<file path="src/rtl/hazard_scoreboard.sv">
// Decode-stage hazard scoreboard: in-flight write tracking, MDU busy counter, stall and forward selects.
// Define HAZARD_STATS_EN to add the stall_cnt / md_stall_cnt statistics outputs.
module hazard_scoreboard #(
  parameter int ADDR_W   = 5,
  parameter int T_W      = 2,
  parameter int NSTAGE   = 3,
  parameter int MULT_CYC = 5,
  parameter int DIV_CYC  = 10
) (
  input  logic                           clk,
  input  logic                           reset,
  input  logic [ADDR_W-1:0]              d_rs_addr,
  input  logic [ADDR_W-1:0]              d_rt_addr,
  input  logic [T_W-1:0]                 d_rs_tuse,
  input  logic [T_W-1:0]                 d_rt_tuse,
  input  logic                           d_rs_used,
  input  logic                           d_rt_used,
  input  logic [ADDR_W-1:0]              d_wr_addr,
  input  logic [T_W-1:0]                 d_tnew,
  input  logic                           d_md_en,
  input  logic                           d_md_start,
  input  logic                           d_md_is_div,
  output logic                           stall,
  output logic [$clog2(NSTAGE+1)-1:0]    rs_fwd,
  output logic [$clog2(NSTAGE+1)-1:0]    rt_fwd,
  output logic                           md_busy
`ifdef HAZARD_STATS_EN
  ,
  output logic [31:0]                    stall_cnt,
  output logic [31:0]                    md_stall_cnt
`endif
);

  localparam int FWD_W  = $clog2(NSTAGE + 1);
  localparam int MD_MAX = (DIV_CYC > MULT_CYC) ? DIV_CYC : MULT_CYC;
  localparam int CNT_W  = $clog2(MD_MAX + 1);

  function automatic logic [T_W-1:0] sat_dec(input logic [T_W-1:0] v);
    return (v == '0) ? v : v - 1'b1;
  endfunction

  logic [NSTAGE-1:0] sb_vld;
  logic [ADDR_W-1:0] sb_addr [NSTAGE];
  logic [T_W-1:0]    sb_tnew [NSTAGE];

  logic              md_start_e;
  logic              md_is_div_e;
  logic [CNT_W-1:0]  md_cnt;

  logic              rs_hit, rt_hit;
  logic [T_W-1:0]    rs_tn, rt_tn;
  logic [FWD_W-1:0]  rs_sel, rt_sel;
  logic              rs_haz, rt_haz, md_stall;

  // D-stage lookup: scan oldest to youngest so the youngest match wins
  always_comb begin
    rs_hit = 1'b0;
    rs_tn  = '0;
    rs_sel = '0;
    rt_hit = 1'b0;
    rt_tn  = '0;
    rt_sel = '0;
    for (int i = NSTAGE - 1; i >= 0; i--) begin
      if (sb_vld[i] && d_rs_addr != '0 && sb_addr[i] == d_rs_addr) begin
        rs_hit = 1'b1;
        rs_tn  = sb_tnew[i];
        rs_sel = FWD_W'(i + 1);
      end
      if (sb_vld[i] && d_rt_addr != '0 && sb_addr[i] == d_rt_addr) begin
        rt_hit = 1'b1;
        rt_tn  = sb_tnew[i];
        rt_sel = FWD_W'(i + 1);
      end
    end
  end

  assign rs_haz   = d_rs_used & rs_hit & (rs_tn > d_rs_tuse);
  assign rt_haz   = d_rt_used & rt_hit & (rt_tn > d_rt_tuse);
  assign md_busy  = md_start_e | (md_cnt != '0);
  assign md_stall = d_md_en & md_busy;
  assign stall    = rs_haz | rt_haz | md_stall;

  // A match still computing (tnew > 0) is picked up by a later stage's forward path
  assign rs_fwd = (d_rs_used && rs_hit && rs_tn == '0) ? rs_sel : '0;
  assign rt_fwd = (d_rt_used && rt_hit && rt_tn == '0) ? rt_sel : '0;

  // D -> E boundary: control state (entry valids, MDU sequencing)
  always_ff @(posedge clk) begin
    if (reset) begin
      sb_vld     <= '0;
      md_start_e <= 1'b0;
      md_cnt     <= '0;
    end else begin
      sb_vld     <= {sb_vld[NSTAGE-2:0], ~stall & (d_wr_addr != '0)};
      md_start_e <= d_md_start & ~stall;
      if (md_start_e)
        md_cnt <= md_is_div_e ? CNT_W'(DIV_CYC) : CNT_W'(MULT_CYC);
      else if (md_cnt != '0)
        md_cnt <= md_cnt - 1'b1;
    end
  end

  // D -> E boundary: entry payload, qualified by sb_vld
  always_ff @(posedge clk) begin
    sb_addr[0] <= d_wr_addr;
    sb_tnew[0] <= d_tnew;
    for (int i = 1; i < NSTAGE; i++) begin
      sb_addr[i] <= sb_addr[i-1];
      sb_tnew[i] <= sat_dec(sb_tnew[i-1]);
    end
    if (d_md_start && !stall)
      md_is_div_e <= d_md_is_div;
  end

`ifdef HAZARD_STATS_EN
  function automatic logic [31:0] sat_inc(input logic [31:0] v);
    return (v == '1) ? v : v + 32'd1;
  endfunction

  always_ff @(posedge clk) begin
    if (reset) begin
      stall_cnt    <= '0;
      md_stall_cnt <= '0;
    end else begin
      if (stall)    stall_cnt    <= sat_inc(stall_cnt);
      if (md_stall) md_stall_cnt <= sat_inc(md_stall_cnt);
    end
  end
`endif

endmodule

</file>
<file path="config.mk">
export PLATFORM = sky130hd
export DESIGN_NAME = hazard_scoreboard
export DESIGN_NICKNAME = d
export VERILOG_FILES = /design/src/rtl/hazard_scoreboard.sv
export SDC_FILE = /design/constraint.sdc
export NUM_CORES = 1
export LEC_CHECK = 0
export BUFFER_PORTS_ARGS = -buffer_cell sky130_fd_sc_hd__buf_2
export CAP_MARGIN = 0
export CORE_MARGIN = 2
export CORE_UTILIZATION = 48
export CTS_CLUSTER_SIZE = 20
export DETAILED_ROUTE_END_ITERATION = 10
export PLACE_DENSITY = 0.84
export SLEW_MARGIN = 5
export SYNTH_ARGS = -nofsm -noshare
export SYNTH_HDL_FRONTEND = slang
export SYNTH_SLANG_ARGS = --single-unit
export TNS_END_PERCENT = 10
</file>
<file path="constraint.sdc">
create_clock -name clk -period 3.75 [get_ports clk]
set_input_delay 0.75 -clock clk [delete_from_list [all_inputs] [get_ports clk]]
set_output_delay 0.75 -clock clk [all_outputs]
set_load 0.02 [all_outputs]
</file>
==> metrics.txt <==
crit start category=primary input; Post-synth top cells=xnor2_1, dfxtp_1, nand2_1; Hold WS=around 0.40 ns; Final Max Tran Viols=0; fill count=between 200 and 300; maximum vdd drop=0.000378 V; clk buf depth=2; FFs w/ async S/R, synth=0%; final net count=roughly 270; hold depth=0; Mapped Cells=roughly 170; antenna-violating nets left=0; top-count cell post-synth=xnor2_1; Final Critical Period=about 4.0 ns; Global Route Usage Sum=between 20% and 30%; Mapped Area=between 1500 and 2000 um^2; total placed instance area=about 2000 um^2; final setup margin=-0.223 ns; critical path fanouts, max=3; f_max=around 0.25 GHz; unrepaired setup endpoints after global routing=yes; CTS tree=done; critical-path cell list=buf_6 > or4_4 > nor2_4 > nor3_2 > or4_4 > a21oi_4 > inv_2 > ha_1 > nand2_1 > o211ai_1 > o211ai_1 > buf_4; FF/Latch Area=611 um^2; critical path class=in -> out; reg-to-reg startpoint=sb_addr[0][9]$_DFF_P_; DRT Pass-1 Iters=4; Final Power=0.000928 W; grt total ovfl=0; Die Area=3750 um^2; # clock sinks=30; pre-CTS setup slack=-0.319 ns; hold path start=sb_addr[0][0]$_DFF_P_; final instance area=between 2000 and 2500 um^2; largest net degree at the start of global routing=11; via count=approximately 1400; Hold Fails Final Rpt=0; dpl hpwl=approximately 2800 um; reg2reg path depth=14; Max Cap Viol=0; CTS H-Tree Depth=2; Syn. warnings=0; average wire per standard cell=12.6 um; Leak=between 0.8 and 0.9 nW; ant diodes=0; multi-input logic area=roughly 1000 um^2; Initial Util=roughly half; synthesized flop and latch total=30; r2r endpoint=md_is_div_e$_DFFE_PP_; outcome=finished, violations left; DRC errors left=0; Core ar.=a little over 3000 um^2; reg-to-reg slack, setup=0.89 ns; via/cell ratio=a little under 5; vias in the first global route=roughly 1300; setup_tns=-0.223 ns; # hold bufs at CTS=0; top cells by area, synth=dfxtp_1, xnor2_1, ha_1; ratio of cells with drive above 1 in the final layout=around 39%; # IOs=34; initial antenna violation count=0; Worst Hold End=sb_addr[0][5]$_DFF_P_; Worst-Skew Late Latency=0.33 ns; post-synthesis sequential area ratio=approximately two fifths; TritonCTS Buffers=5; Worst Clk Skew=around 0.0037 ns; failing checks=setup timing; Root Driver=clkbuf_4; mean post-synth cell area=9.30 um^2; syn nets=203; first-pass GRT wire length=5440 um; clock slew seen by the registers of the worst setup and hold paths=roughly 0.09 ns; PD cells=approximately 430 nW/um^2; Die X=~61 um; Post-Route WL=around 3500 um; crit share post-route=106%; Synth top area share=between 30% and 40%; worst min path class=reg -> reg; worst-margin pin slew=0.590 ns; number of library cell types mapped by synthesis=37; Main synth FF type=dfxtp_1; CP required=around 3.0 ns; Worst Setup End Kind=output port; Iter 0 DRT Violations=18; Rows=20; EDFF count, synth=1; Rel. slew slack=around 60%; Largest stage delay, worst path=around 0.55 ns; Synth area leader=dfxtp_1; RePlAce Congestion=0.871; Buffers on Ports=33; Final setup viols=1; Layout area overhead=36.9%; Slowest cell on crit path=or4_4; CP arrival=~3.2 ns; Die Ht=slightly above 60 um
==> flip-flops by register name, summed over array words and instances, names as in the netlist <==
| register | count |
|---|---|
| sb_tnew | 6 |
| sb_addr | 15 |
| sb_vld | 3 |
| md_cnt | 4 |
| md_is_div_e | 1 |
| md_start_e | 1 |
==> per-stage QoR <==
step,utilization [%],cells
after floorplan,-,169
after global placement,64.3,269
after detailed placement,64.3,269
after CTS,68.5,278
after global routing,69.9,279
final,69.9,279
==> cells by family after synthesis <==
family	share of synthesized area, %
xor gates and xnor gates	18.4
muxes	1.91
and+or+nand+nor	24.1
DFF	38.9
buffers and inverters	2.71
AOI/OAI and AO/OA	9.24
adders and majority gates	4.78
==> layer usage <==
| metal | global-route usage (%) | routed length (um) |
|---|---|---|
| met5 | 0 | 0 |
| met2 | 35.4 | 1830 |
| met3 | 5.67 | 161 |
| met1 | 22.6 | 1460 |
| met4 | 8.07 | 59 |
==> worst max-delay path by stage <==
stage,cells after the start,to,start,slack [ns]
after floorplan,9,stall,d_rs_addr[1],-0.09
after global placement,13,stall,d_rt_addr[1],-0.24
after detailed placement,13,stall,d_rt_addr[1],-0.32
after CTS,11,stall,d_rs_addr[1],-0.21
after global routing,13,stall,d_rt_addr[1],-0.31
final,12,stall,d_rs_addr[1],-0.22
==> where the power goes <==
part | leakage (nW) | total [W] | internal [W] | switching (W)
Clock | 0.0450 | 0.000250 | 0.000138 | 0.000112
Combinational | 0.590 | 0.000284 | 0.000143 | 0.000142
Sequential | 0.252 | 0.000394 | 0.000359 | 0.0000350
Total | 0.887 | 0.000928 | 0.000640 | 0.000288
==> final cells by class <==
type,count,share of cell area [%]
Clock buffer,5,1.75
Inverter,9,1.57
Timing Repair Buffer,60,17.5
Sequential cell,30,28.4
Clock inverter,3,1.86
Multi-Input combinational cell,128,46.4
Tap cell,44,2.56
==> placed cells by master (no fill, tap or decap), drive strengths merged, types with 2 or more instances in the layout <==
cell type / instances
and2: 2
buf: 60
or3: 2
nor4: 2
nor2b: 5
xnor2: 31
o211ai: 4
dfxtp: 29
a211oi: 2
or4: 6
clkbuf: 5
nor3: 9
nand4: 4
a21oi: 10
ha: 6
nand2: 15
inv: 9
nor4b: 2
nand3: 2
nor2: 13
xor2: 2
clkinv: 2
mux2: 2
==> what timing repair did <==
item                       CTS  global route
setup endpoints to repair    1             1
pin swaps                   11             9
resized for setup            8             7
buffers inserted             1             1
==> critical path: cells and delay by family <==
family	cells	cell delay [ns]
and+or+nand+nor	5	1.31
AOI/OAI and AO/OA	3	0.55
buffers and inverters	3	0.34
adders and majority gates	1	0.26
(Power assumes the default switching activity.)
